===== config.mk =====
export PLATFORM = sky130hd
export DESIGN_NAME = adbg_wb_arbiter
export DESIGN_NICKNAME = d
export VERILOG_FILES = /design/src/rtl/adbg_wb_arbiter.sv
export SDC_FILE = /design/constraint.sdc
export NUM_CORES = 1
export LEC_CHECK = 0
export CORE_AREA = 2 2 116 118
export DETAILED_ROUTE_END_ITERATION = 6
export DIE_AREA = 0 0 118 120
export PLACE_DENSITY = 0.61
export SLEW_MARGIN = 20
export SYNTH_ARGS = -nofsm -noshare
export SYNTH_HDL_FRONTEND = slang
export SYNTH_SLANG_ARGS = --single-unit

===== constraint.sdc =====
create_clock -name wb_clk_i -period 2.2 [get_ports wb_clk_i]
set_clock_uncertainty 0.05 [all_clocks]
set_input_delay 0.44 -clock wb_clk_i [delete_from_list [all_inputs] [get_ports wb_clk_i]]
set_output_delay 0.44 -clock wb_clk_i [all_outputs]
set_load 0.01 [all_outputs]

===== src/rtl/adbg_wb_arbiter.sv =====
`default_nettype none
// ============================================================================
// Module      : adbg_wb_arbiter
// Description : Two-requester Wishbone arbiter. Requester 0 is the debug bus
//               module and requester 1 is a second master. Ties are resolved
//               round-robin. Once a requester owns the bus it keeps it until
//               it drops cyc, so bursts are never preempted.
//               Optional stall watchdog: define ADBG_WB_ARB_WATCHDOG_EN.
// Revision    : 1.0 - initial release
// ============================================================================
module adbg_wb_arbiter #(
  parameter int ADDR_WIDTH = 32,
  parameter int DATA_WIDTH = 32,
  parameter int TIMEOUT    = 255
) (
  input  logic                                wb_clk_i,
  input  logic                                wb_rst_i,
  // Requester side
  input  logic [1:0]                          m_cyc_i,
  input  logic [1:0]                          m_stb_i,
  input  logic [1:0]                          m_we_i,
  input  logic [1:0][ADDR_WIDTH-1:0]          m_adr_i,
  input  logic [1:0][DATA_WIDTH/8-1:0]        m_sel_i,
  input  logic [1:0][DATA_WIDTH-1:0]          m_dat_i,
  input  logic [1:0][2:0]                     m_cti_i,
  input  logic [1:0][1:0]                     m_bte_i,
  output logic [DATA_WIDTH-1:0]               m_dat_o,
  output logic [1:0]                          m_ack_o,
  output logic [1:0]                          m_err_o,
  output logic [1:0]                          grant_o,
  // Shared bus side
  output logic                                wb_cyc_o,
  output logic                                wb_stb_o,
  output logic                                wb_we_o,
  output logic [ADDR_WIDTH-1:0]               wb_adr_o,
  output logic [DATA_WIDTH/8-1:0]             wb_sel_o,
  output logic [DATA_WIDTH-1:0]               wb_dat_o,
  output logic [2:0]                          wb_cti_o,
  output logic [1:0]                          wb_bte_o,
  input  logic [DATA_WIDTH-1:0]               wb_dat_i,
  input  logic                                wb_ack_i,
  input  logic                                wb_err_i
);

  localparam logic [1:0] ST_IDLE = 2'd0;
  localparam logic [1:0] ST_OWN0 = 2'd1;
  localparam logic [1:0] ST_OWN1 = 2'd2;

  logic [1:0] state_q, state_d;
  logic       last_owner_q, last_owner_d;

  logic       w_own;      // some requester currently owns the bus
  logic       w_idx;      // index of the current owner (valid when w_own)
  logic       w_stall;    // owner is strobing and the slave has not answered
  logic       w_timeout;  // watchdog fires this cycle

  assign w_own   = (state_q == ST_OWN0) || (state_q == ST_OWN1);
  assign w_idx   = (state_q == ST_OWN1);
  assign w_stall = w_own && m_stb_i[w_idx] && !wb_ack_i && !wb_err_i;

`ifdef ADBG_WB_ARB_WATCHDOG_EN
  localparam logic [15:0] TIMEOUT_M1 = 16'(TIMEOUT - 1);

  logic [15:0] wd_cnt_q, wd_cnt_d;

  // The counter holds the number of earlier consecutive stall cycles, so the
  // TIMEOUT-th stall cycle is the one where it reads TIMEOUT-1.
  assign w_timeout = w_stall && (wd_cnt_q == TIMEOUT_M1);

  // Watchdog next-state: count stall cycles, clear on any progress or expiry.
  always_comb begin
    wd_cnt_d = 16'd0;
    if (w_stall && !w_timeout) begin
      wd_cnt_d = wd_cnt_q + 16'd1;
    end
  end

  // Watchdog counter register.
  always_ff @(posedge wb_clk_i) begin
    if (wb_rst_i) begin
      wd_cnt_q <= 16'd0;
    end else begin
      wd_cnt_q <= wd_cnt_d;
    end
  end
`else
  assign w_timeout = 1'b0;
`endif

  // Ownership FSM next-state: round-robin on ties, hold until cyc drops.
  always_comb begin
    state_d      = state_q;
    last_owner_d = last_owner_q;
    case (state_q)
      ST_IDLE: begin
        if (m_cyc_i[0] && m_cyc_i[1]) begin
          state_d = last_owner_q ? ST_OWN0 : ST_OWN1;
        end else if (m_cyc_i[0]) begin
          state_d = ST_OWN0;
        end else if (m_cyc_i[1]) begin
          state_d = ST_OWN1;
        end
      end
      ST_OWN0, ST_OWN1: begin
        if (!m_cyc_i[w_idx] || w_timeout) begin
          state_d      = ST_IDLE;
          last_owner_d = w_idx;
        end
      end
      default: begin
        state_d = ST_IDLE;
      end
    endcase
  end

  // FSM state registers; reset makes requester 0 win the first tie.
  always_ff @(posedge wb_clk_i) begin
    if (wb_rst_i) begin
      state_q      <= ST_IDLE;
      last_owner_q <= 1'b1;
    end else begin
      state_q      <= state_d;
      last_owner_q <= last_owner_d;
    end
  end

  // Output steering: bus fields follow the owner, responses go only to it.
  always_comb begin
    grant_o  = 2'b00;
    wb_cyc_o = 1'b0;
    wb_stb_o = 1'b0;
    m_ack_o  = 2'b00;
    m_err_o  = 2'b00;
    wb_we_o  = m_we_i[w_idx];
    wb_adr_o = m_adr_i[w_idx];
    wb_sel_o = m_sel_i[w_idx];
    wb_dat_o = m_dat_i[w_idx];
    wb_cti_o = m_cti_i[w_idx];
    wb_bte_o = m_bte_i[w_idx];
    if (w_own) begin
      grant_o[w_idx] = 1'b1;
      wb_cyc_o       = m_cyc_i[w_idx];
      wb_stb_o       = m_stb_i[w_idx];
      m_ack_o[w_idx] = wb_ack_i;
      m_err_o[w_idx] = wb_err_i;
      if (w_timeout) begin
        wb_cyc_o       = 1'b0;
        wb_stb_o       = 1'b0;
        m_err_o[w_idx] = 1'b1;
      end
    end
  end

  // Read data is broadcast unconditionally; requesters qualify it with ack.
  assign m_dat_o = wb_dat_i;

endmodule
`default_nettype wire


**Yosys cells after proc, flatten, opt, wreduce, memory -nomap -nowiden**

Index checks and enable logic that the tools add are counted.

- Register bits after elaboration: 3
- Logic and storage cells: 47

- Muxes and demuxes: 29
- Equal/unequal tests: 4
- Reduce and logical (&&, ||, !) cells: 7
- Order comparisons: 2
- Bitwise gates (word level): 3

Operator list:

| operator | count |
|---|---|
| two-way mux 32 bit | 4 |
| two-way mux 2 bit | 10 |
| two-way mux 1 bit | 9 |
| two-way mux 4 bit | 2 |
| two-way mux 3 bit | 2 |
| bitwise AND 2 bit | 2 |
| != test 4 bit (second input constant) | 1 |
| one-hot mux 2 bit (2 select lines) | 1 |
| AND reduction 2 bit | 2 |
| equality test 2 x 1 -> 1 bit (second input constant) | 1 |
| equality test 2 bit (second input constant) | 1 |
| logical AND 1 bit | 2 |
| zero test 2 bit | 1 |
| < comparator 1 x 2 -> 1 bit (second input constant) | 1 |
| != test 2 bit (second input constant) | 1 |
| OR reduction 2 bit | 1 |
| demux 1 bit (select 1 bit) | 1 |
| greater-or-equal comparator 1 bit (second input constant) | 1 |
| logical OR 1 bit | 1 |
| NOT 1 bit | 1 |

**Depth between registers and ports, before layout**

Gate-level depths: netlist of the first run.

- Depth in word-level cells: 7
- Depth in mapped cells: 7

**Least setup slack after synthesis of the first run**

Ideal clock, no wire load.

- Path type: reg-to-output
- Start point: register state_q[0]
- End point: output m_ack_o[0]
- Data required time: 1710 ps
- Arrival time: 1338 ps
- Stages on the path, launching flop included: 7
- Slack: 372 ps
- Path through: dfxtp_1 > inv_1 > ha_1 > buf_2 > buf_6 > buf_6 > nor3b_1

- Longest elaborated chain between the ends: 7
- Elaborated cells on any way between the ends: 10
- Classes of those cells: order compare (2); eq/ne (2); mux (3); bitwise (1); reduce/logical (2)

RTL lines:

| item | line | source |
|---|---|---|
| from (decl) | 49 | `logic [1:0] state_q, state_d;` |
| from (signal assigned) | 122 | `state_q <= state_d;` |
| equality test 2 bit (*) | 58 | `assign w_idx = (state_q == ST_OWN1);` |
| net w_idx | 53 | `logic w_idx;` |
| < comparator 1 x 2 -> 1 bit or greater-or-equal comparator 1 bit (tied branches) | - |  |
| logical AND 1 bit | - |  |
| two-way mux 1 bit | - |  |
| demux 1 bit (select 1 bit) | - |  |
| bitwise AND 2 bit (no source line) | - |  |
| two-way mux 2 bit (*) | 140 | `if (w_own) begin` |
| to (decl) | 28 | `output logic [1:0] m_ack_o,` |

The timed path passes the listed nets; every way through them passes the cells marked *.

**Worst setup path after layout of the first run**

- Start point: register state_q[0]
- End point: output wb_sel_o[1]

- Longest elaborated chain between the ends: 3

RTL lines:

| item | line | source |
|---|---|---|
| equality test 2 bit | 58 |  |
| two-way mux 4 bit (not written as such) (2 in series) | 136 | `wb_sel_o = m_sel_i[w_idx];` |
| to (decl) | 36 | `output logic [DATA_WIDTH/8-1:0] wb_sel_o,` |

Every way passes these cells. The select of a mux whose other input is x is not followed.

==> results of run 1 <==
[worst reg2reg max path, stage by stage, from the launching register on]
cell       delay [ns]
dfxtp_2          0.32
inv_2            0.05
buf_4            0.12
ha_1             0.32
inv_1            0.15
buf_4            0.14
a2bb2oi_2        0.19
mux2_4           0.31
[cell type report]
type / instances / area [sq um]
fillers: 1379 / 8870
repair buffers: 260 / 2670
multi-input cells: 98 / 1060
well taps: 176 / 220
clock buffers: 4 / 78.8
flip-flops and latches: 3 / 62.6
inverters: 3 / 11.3
[cell families after synthesis]
group / Yosys count
and+or+nand+nor: 12
buffers and inverters: 45
AOI/OAI and AO/OA: 4
DFF: 3
muxes: 78
adders and majority gates: 4
[metal layers]
metal,vias up,wire length (microns)
met5,-,0
met1,861,3060
met4,0,108
li1,934,-
met3,14,856
met2,147,3960
[through the flow]
| step | worst slack (ns) | setup TNS [ns] | cell area (sq um) | cells |
|---|---|---|---|---|
| after floorplan | 0.372 | 0 | 1420 | 146 |
| after global routing | -0.0437 | -0.597 | 4110 | 544 |
| after CTS | -0.174 | -2.11 | 3900 | 536 |
| after detailed placement | -0.0714 | -0.365 | 3820 | 528 |
| after global placement | -0.00768 | -0.0138 | 3820 | 528 |
| final | 0.00699 | 0 | 4110 | 544 |
[flip-flops by register name, indices dropped and copies added, names as in the netlist]
signal and count:
last_owner_q 1, state_q 2
[report_power, final]
| group | internal [W] | total, W | switching (W) |
|---|---|---|---|
| logic | 0.00101 | 0.00157 | 0.000555 |
| clock network | 0.000239 | 0.000285 | 0.0000464 |
| registers | 0.0000680 | 0.0000769 | 0.00000887 |
[repair_timing]
item / CTS / global route
gates cloned: 2 / 2
buffers inserted: 2 / 6
endpoints found under the setup margin: 79 / 48
pin swaps: 1 / 0
gates resized for setup: 115 / 69
[final timing paths]
check | end | slack, ns
min | last_owner_q$_SDFFE_PP1P_ | 0.56
max | wb_sel_o[1] | 0.007
max reg2reg | state_q[1]$_SDFFE_PP0P_ | 0.41
min reg2reg | last_owner_q$_SDFFE_PP1P_ | 0.56
[cells in the mapped netlist (2+ instances only)]
| library cell | number |
|---|---|
| buf_4 | 33 |
| nor2_1 | 4 |
| ha_1 | 4 |
| mux2i_1 | 2 |
| buf_6 | 2 |
| nor3b_1 | 2 |
| buf_2 | 7 |
| mux2_2 | 74 |
| dfxtp_1 | 3 |
| inv_1 | 3 |
| nand2b_1 | 2 |
==> flow_metrics.env, run 1 <==
export IMPL_async_flop_share_pct=0
export IMPL_drive_above_1_share_pct=34.8
export IMPL_grt_pass1_wl_mm=11.5
export IMPL_routedWlPerCell_microns=14.7
export IMPL_io_pins=302
export IMPL_routed_wirelength_mm=7.99
export IMPL_worst_pin_slew_ns=0.165
export IMPL_hp_start="last_owner_q$_SDFFE_PP1P_"
export IMPL_gr_usage_met3_pct=4.33
export IMPL_synth_nets=338
export IMPL_synth_area_mux_share_pct=62.3
export IMPL_crit_top_cell="buf_6"
export IMPL_outcome="completed"
export IMPL_ys_warn_count=0
export IMPL_synth_area_sq_um=1420
export IMPL_antenna_found_initial=0
export IMPL_diodes=0
export IMPL_yosys_register_bits=3
export IMPL_cts_buffer_depth=2
export IMPL_nets=561
export IMPL_cp_top_family="buffers and inverters"
export IMPL_grt_setup_unrepaired="true"
export IMPL_powerDensity_nw_per_um2=469
export IMPL_fin_util_pct=31.6
export IMPL_synth_top_area_share_pct=58.8
export IMPL_critPathMaxFanout=8
export IMPL_critPathMaxStageDelay_ns=0.32
export IMPL_vias_per_cell=3.60
export IMPL_cp_depth=8
export IMPL_cts_made_buffers=3
export IMPL_dp_hpwl_mm=6.46
export IMPL_synth_avg_cell_area_sq_um=9.70
export IMPL_yosys_area_share_simple_pct=4.77
export IMPL_area_delta_synth_final_pct=190
export IMPL_r2r_cells=7
export IMPL_synth_edff_count=0
export IMPL_vias=1956
export IMPL_min_path_cells=2
export IMPL_use_met1_pct=11.4
export IMPL_worstPathRequired_ns=1.71
export IMPL_synth_top_family_by_area="multiplexers"
export IMPL_ys_flop_type="dfxtp_1"
export IMPL_gr_usage_all_layers_pct=10.1
export IMPL_overflow=0
export IMPL_final_common_cell="clkdlybuf4s50_1"
export IMPL_first_global_vias=2071
export IMPL_drcViolationCount=0
export IMPL_hold_violations=0
export IMPL_power_leakage_nw=1.73
export IMPL_hold_slack_ns=0.556
export IMPL_worstSetupEndpointType="output pin"
export IMPL_path_buf_inv=6
export IMPL_arrival_ns=1.70
export IMPL_io_buffers=237
export IMPL_first_pass_iters=3
export IMPL_synth_fa_ha_area_share_pct=3.53
export IMPL_hold_buffers=0
export IMPL_initialDrtViolationCount=13
export IMPL_place_gp_congestion=0.718
export IMPL_use_met2_pct=17.7
export IMPL_fp_dieW_microns=118
export IMPL_rr_startpoint="state_q[0]$_SDFFE_PP0P_"
export IMPL_ir_drop_mv=0.412
export IMPL_crit_slowest_cell="dfxtp_2"
export IMPL_startpoint_type="flip-flop"
export IMPL_yosys_area_top_type="mux2_2"
export IMPL_maxCapViolCount=0
export IMPL_die_area_sq_um=14200
export IMPL_syn_inst=146
export IMPL_slew_limit_headroom_pct=88.8
export IMPL_fin_crit_ns=2.19
export IMPL_hold_path_class="flip-flop to flip-flop"
export IMPL_cts_clk_slew_worst_paths_ns=0.03
export IMPL_synth_xor_area_share_pct=0
export IMPL_yosysSeqAreaShare_pct=4.24
export IMPL_cts_max_level=1
export IMPL_initial_utilization_pct=10.9
export IMPL_grt_busiest_layer="met2"
export IMPL_setup_violations=0
export IMPL_critical_path_class="flip-flop to output pin"
export IMPL_grt_max_degree=27
export IMPL_crit_chain="inv_2 -> ha_4 -> buf_4 -> buf_6 -> buf_12 -> buf_16 -> mux2_4 -> buf_6"
export IMPL_num_rows=42
export IMPL_worstSkewPairLatency_ns=0.22
export IMPL_power_w=0.00193
export IMPL_root_buffer="clkbuf_16"
export IMPL_coreArea_sq_um=13000
export IMPL_synth_cell_types=21
export IMPL_antenna_left=0
export IMPL_synth_area_leaders="mux2_2 (59%), buf_4 (17%), dfxtp_1 (4.2%), ha_1 (3.5%), buf_2 (2.5%)"
export IMPL_drv_slew=0
export IMPL_fin_crit_sh_pct=99.7
export IMPL_clock_sinks=3
export IMPL_critical_path_startpoint="state_q[0]$_SDFFE_PP0P_"
export IMPL_die_y_microns=120
export IMPL_max_freq_ghz=0.456
export IMPL_cts_tree="done"
export IMPL_final_cell_mix="clkdlybuf4s50_1 (158), mux2_2 (72), clkdlybuf4s15_1 (24)"
export IMPL_synth_compound_area_share_pct=2.83
Note: power is estimated with default switching activity, not from simulation.
==> run 2: changes to the inputs <==
--- a/config.mk
+++ b/config.mk
@@ -9,6 +9,7 @@
 export DETAILED_ROUTE_END_ITERATION = 6
 export DIE_AREA = 0 0 118 120
 export PLACE_DENSITY = 0.61
+export SKIP_CTS_REPAIR_TIMING = 1
 export SLEW_MARGIN = 20
 export SYNTH_ARGS = -nofsm -noshare
 export SYNTH_HDL_FRONTEND = slang
==> run 2 against run 1 <==
Against the previous run: the run now ends with setup timing left; core utilization fell by 0.067 points; critical path depth decreased by 3; non-clock buffer count fell by 7; global-route usage is 0.42 points lower; maximum frequency is 7.3% lower; sequential power is 2.9% lower; routed wire length is 1.8% lower; cell area decreased by 0.21%; register-to-register slack better by 0.07 ns; final cell count fell by 1.3%; clock-buffer cell count is the same; largest power group unchanged.
==> flow_metrics.env, run 2 (same netlist as run 1, synthesis figures left out) <==
export IMPL_area_delta_synth_final_pct=189
export IMPL_root_buffer="clkbuf_16"
export IMPL_initialDrtViolationCount=19
export IMPL_slew_limit_headroom_pct=85.1
export IMPL_routed_wirelength_mm=7.84
export IMPL_violations="setup timing"
export IMPL_final_common_cell="clkdlybuf4s50_1"
export IMPL_dpl_instance_area_sq_um=3820
export IMPL_swShare_pct=31.0
export IMPL_worstPathRequired_ns=1.71
export IMPL_power_leakage_nw=2.01
export IMPL_overflow=0
export IMPL_nets=554
export IMPL_antenna_left=0
export IMPL_power_switching_w=0.000570
export IMPL_internal_power_w=0.00127
export IMPL_gr_usage_all_layers_pct=9.69
export IMPL_first_pass_iters=4
export IMPL_grt_setup_unrepaired="true"
export IMPL_cts_clk_slew_worst_paths_ns=0.03
export IMPL_hold_violations=0
export IMPL_top_layer="met4"
export IMPL_drt_met1_wl_mm=2.94
export IMPL_fillerInstances=1355
export IMPL_coreArea_sq_um=13000
export IMPL_outcome="complete, but fails checks"
export IMPL_fin_crit_ns=2.37
export IMPL_vias_per_cell=3.57
export IMPL_drv_slew=0
export IMPL_drive_above_1_share_pct=28.0
export IMPL_worstSkewPairLatency_ns=0.22
export IMPL_clock_power_share_pct=15.5
export IMPL_diodes=0
export IMPL_io_pins=302
export IMPL_worstSetupEndpointType="output pin"
export IMPL_critPathMaxFanout=9
export IMPL_fin_crit_sh_pct=108
export IMPL_seqCellArea_sq_um=60.1
export IMPL_initial_utilization_pct=10.9
export IMPL_largest_reg_flops=2
export IMPL_top_register="state_q"
export IMPL_cts_made_buffers=3
export IMPL_fin_area_sq_um=4100
export IMPL_cts_tree="done"
export IMPL_critPathMaxStageDelay_ns=0.48
export IMPL_drcViolationCount=0
export IMPL_num_rows=42
export IMPL_clock_sinks=3
export IMPL_multi_input_area_sq_um=1050
export IMPL_crit_slowest_cell="clkdlybuf4s50_1"
export IMPL_arrival_ns=1.88
export IMPL_layout_setup_ws_ns=-0.167
export IMPL_grt_max_degree=32
export IMPL_largestRegisters="state_q x2, last_owner_q x1"
export IMPL_crit_chain="inv_2 -> ha_4 -> buf_4 -> mux2_2 -> clkdlybuf4s50_1"
export IMPL_fp_dieW_microns=118
export IMPL_setup_violations=16
export IMPL_first_global_vias=2034
export IMPL_antenna_found_initial=0
export IMPL_die_y_microns=120
export IMPL_routedWlPerCell_microns=14.6
export IMPL_maxCapViolCount=0
export IMPL_place_gp_congestion=0.718
export IMPL_startpoint_type="flip-flop"
export IMPL_pwr_share_seq_pct=4.1
export IMPL_dp_hpwl_mm=6.46
export IMPL_cts_max_level=1
export IMPL_grt_pass1_wl_mm=11.1
export IMPL_route_met3_wl_microns=865
export IMPL_cts_buffer_depth=2
export IMPL_final_cell_mix="clkdlybuf4s50_1 (175), mux2_2 (74), dlymetal6s2s_1 (60)"
export IMPL_die_area_sq_um=14200
export IMPL_wl_met2_mm=3.93
export IMPL_powerDensity_nw_per_um2=449
export IMPL_io_buffers=237
export IMPL_critical_path_class="flip-flop to output pin"
export IMPL_pre_cts_slack_ns=-0.0714
export IMPL_vias=1919
export IMPL_ir_drop_mv=0.420
export IMPL_hold_path_class="flip-flop to flip-flop"
export IMPL_worst_pin_slew_ns=0.223
export IMPL_combPwrFrac_pct=80.4
export IMPL_max_freq_ghz=0.423
## run 2: area by class of cell
class,count,share of cell area (%)
clock buffer,4,1.92
inverter,3,0.275
multi-input combinational,98,25.7
sequential,3,1.47
tap,176,5.37
timing repair buffer,253,65.3
## run 2: per-layer routing
layer | vias up | track usage, %
li1 | 916 | -
met1 | 845 | 10.8
met2 | 144 | 17.1
met3 | 14 | 4.23
met4 | 0 | 2.11
met5 | - | 0
## run 2: worst paths after layout
kind	from	end	slack (ns)	cells past startpoint
worst min register to register	last_owner_q$_SDFFE_PP1P_	last_owner_q$_SDFFE_PP1P_	0.56	2
worst max register to register	state_q[1]$_SDFFE_PP0P_	state_q[1]$_SDFFE_PP0P_	0.48	6
worst min-delay path	last_owner_q$_SDFFE_PP1P_	last_owner_q$_SDFFE_PP1P_	0.56	2
worst max-delay path	state_q[0]$_SDFFE_PP0P_	wb_cti_o[1]	-0.17	5
## run 2: worst max-delay path: cells and delay by family (launching register included)
family     cells  cell delay (ns)
mux            1             0.34
flops          1             0.31
buf+inv        3             0.77
fa+ha+maj      1             0.22
## run 2: power by group through the flow
stage	Clock, W	Sequential (W)	Combinational [W]
final	0.000286	0.0000747	0.00148
after global routing	0.000299	0.0000759	0.00157
after CTS	0.000293	0.0000747	0.00151
after detailed placement	0	0.0000749	0.00150
after global placement	0	0.0000743	0.00149
after floorplan	0	0.0000725	0.000698
## run 2: through the flow
step	setup TNS [ns]	utilization, %	power (W)	instances	hold slack (ns)
floorplan	0	-	0.000771	146	0.415
global placement	-0.0138	29.5	0.00157	528	0.532
detailed placement	-0.365	29.5	0.00157	528	0.555
CTS	-18.11	30.1	0.00188	532	0.565
global route	-3.84	31.6	0.00195	537	0.611
finish	-2.34	31.6	0.00184	537	0.556
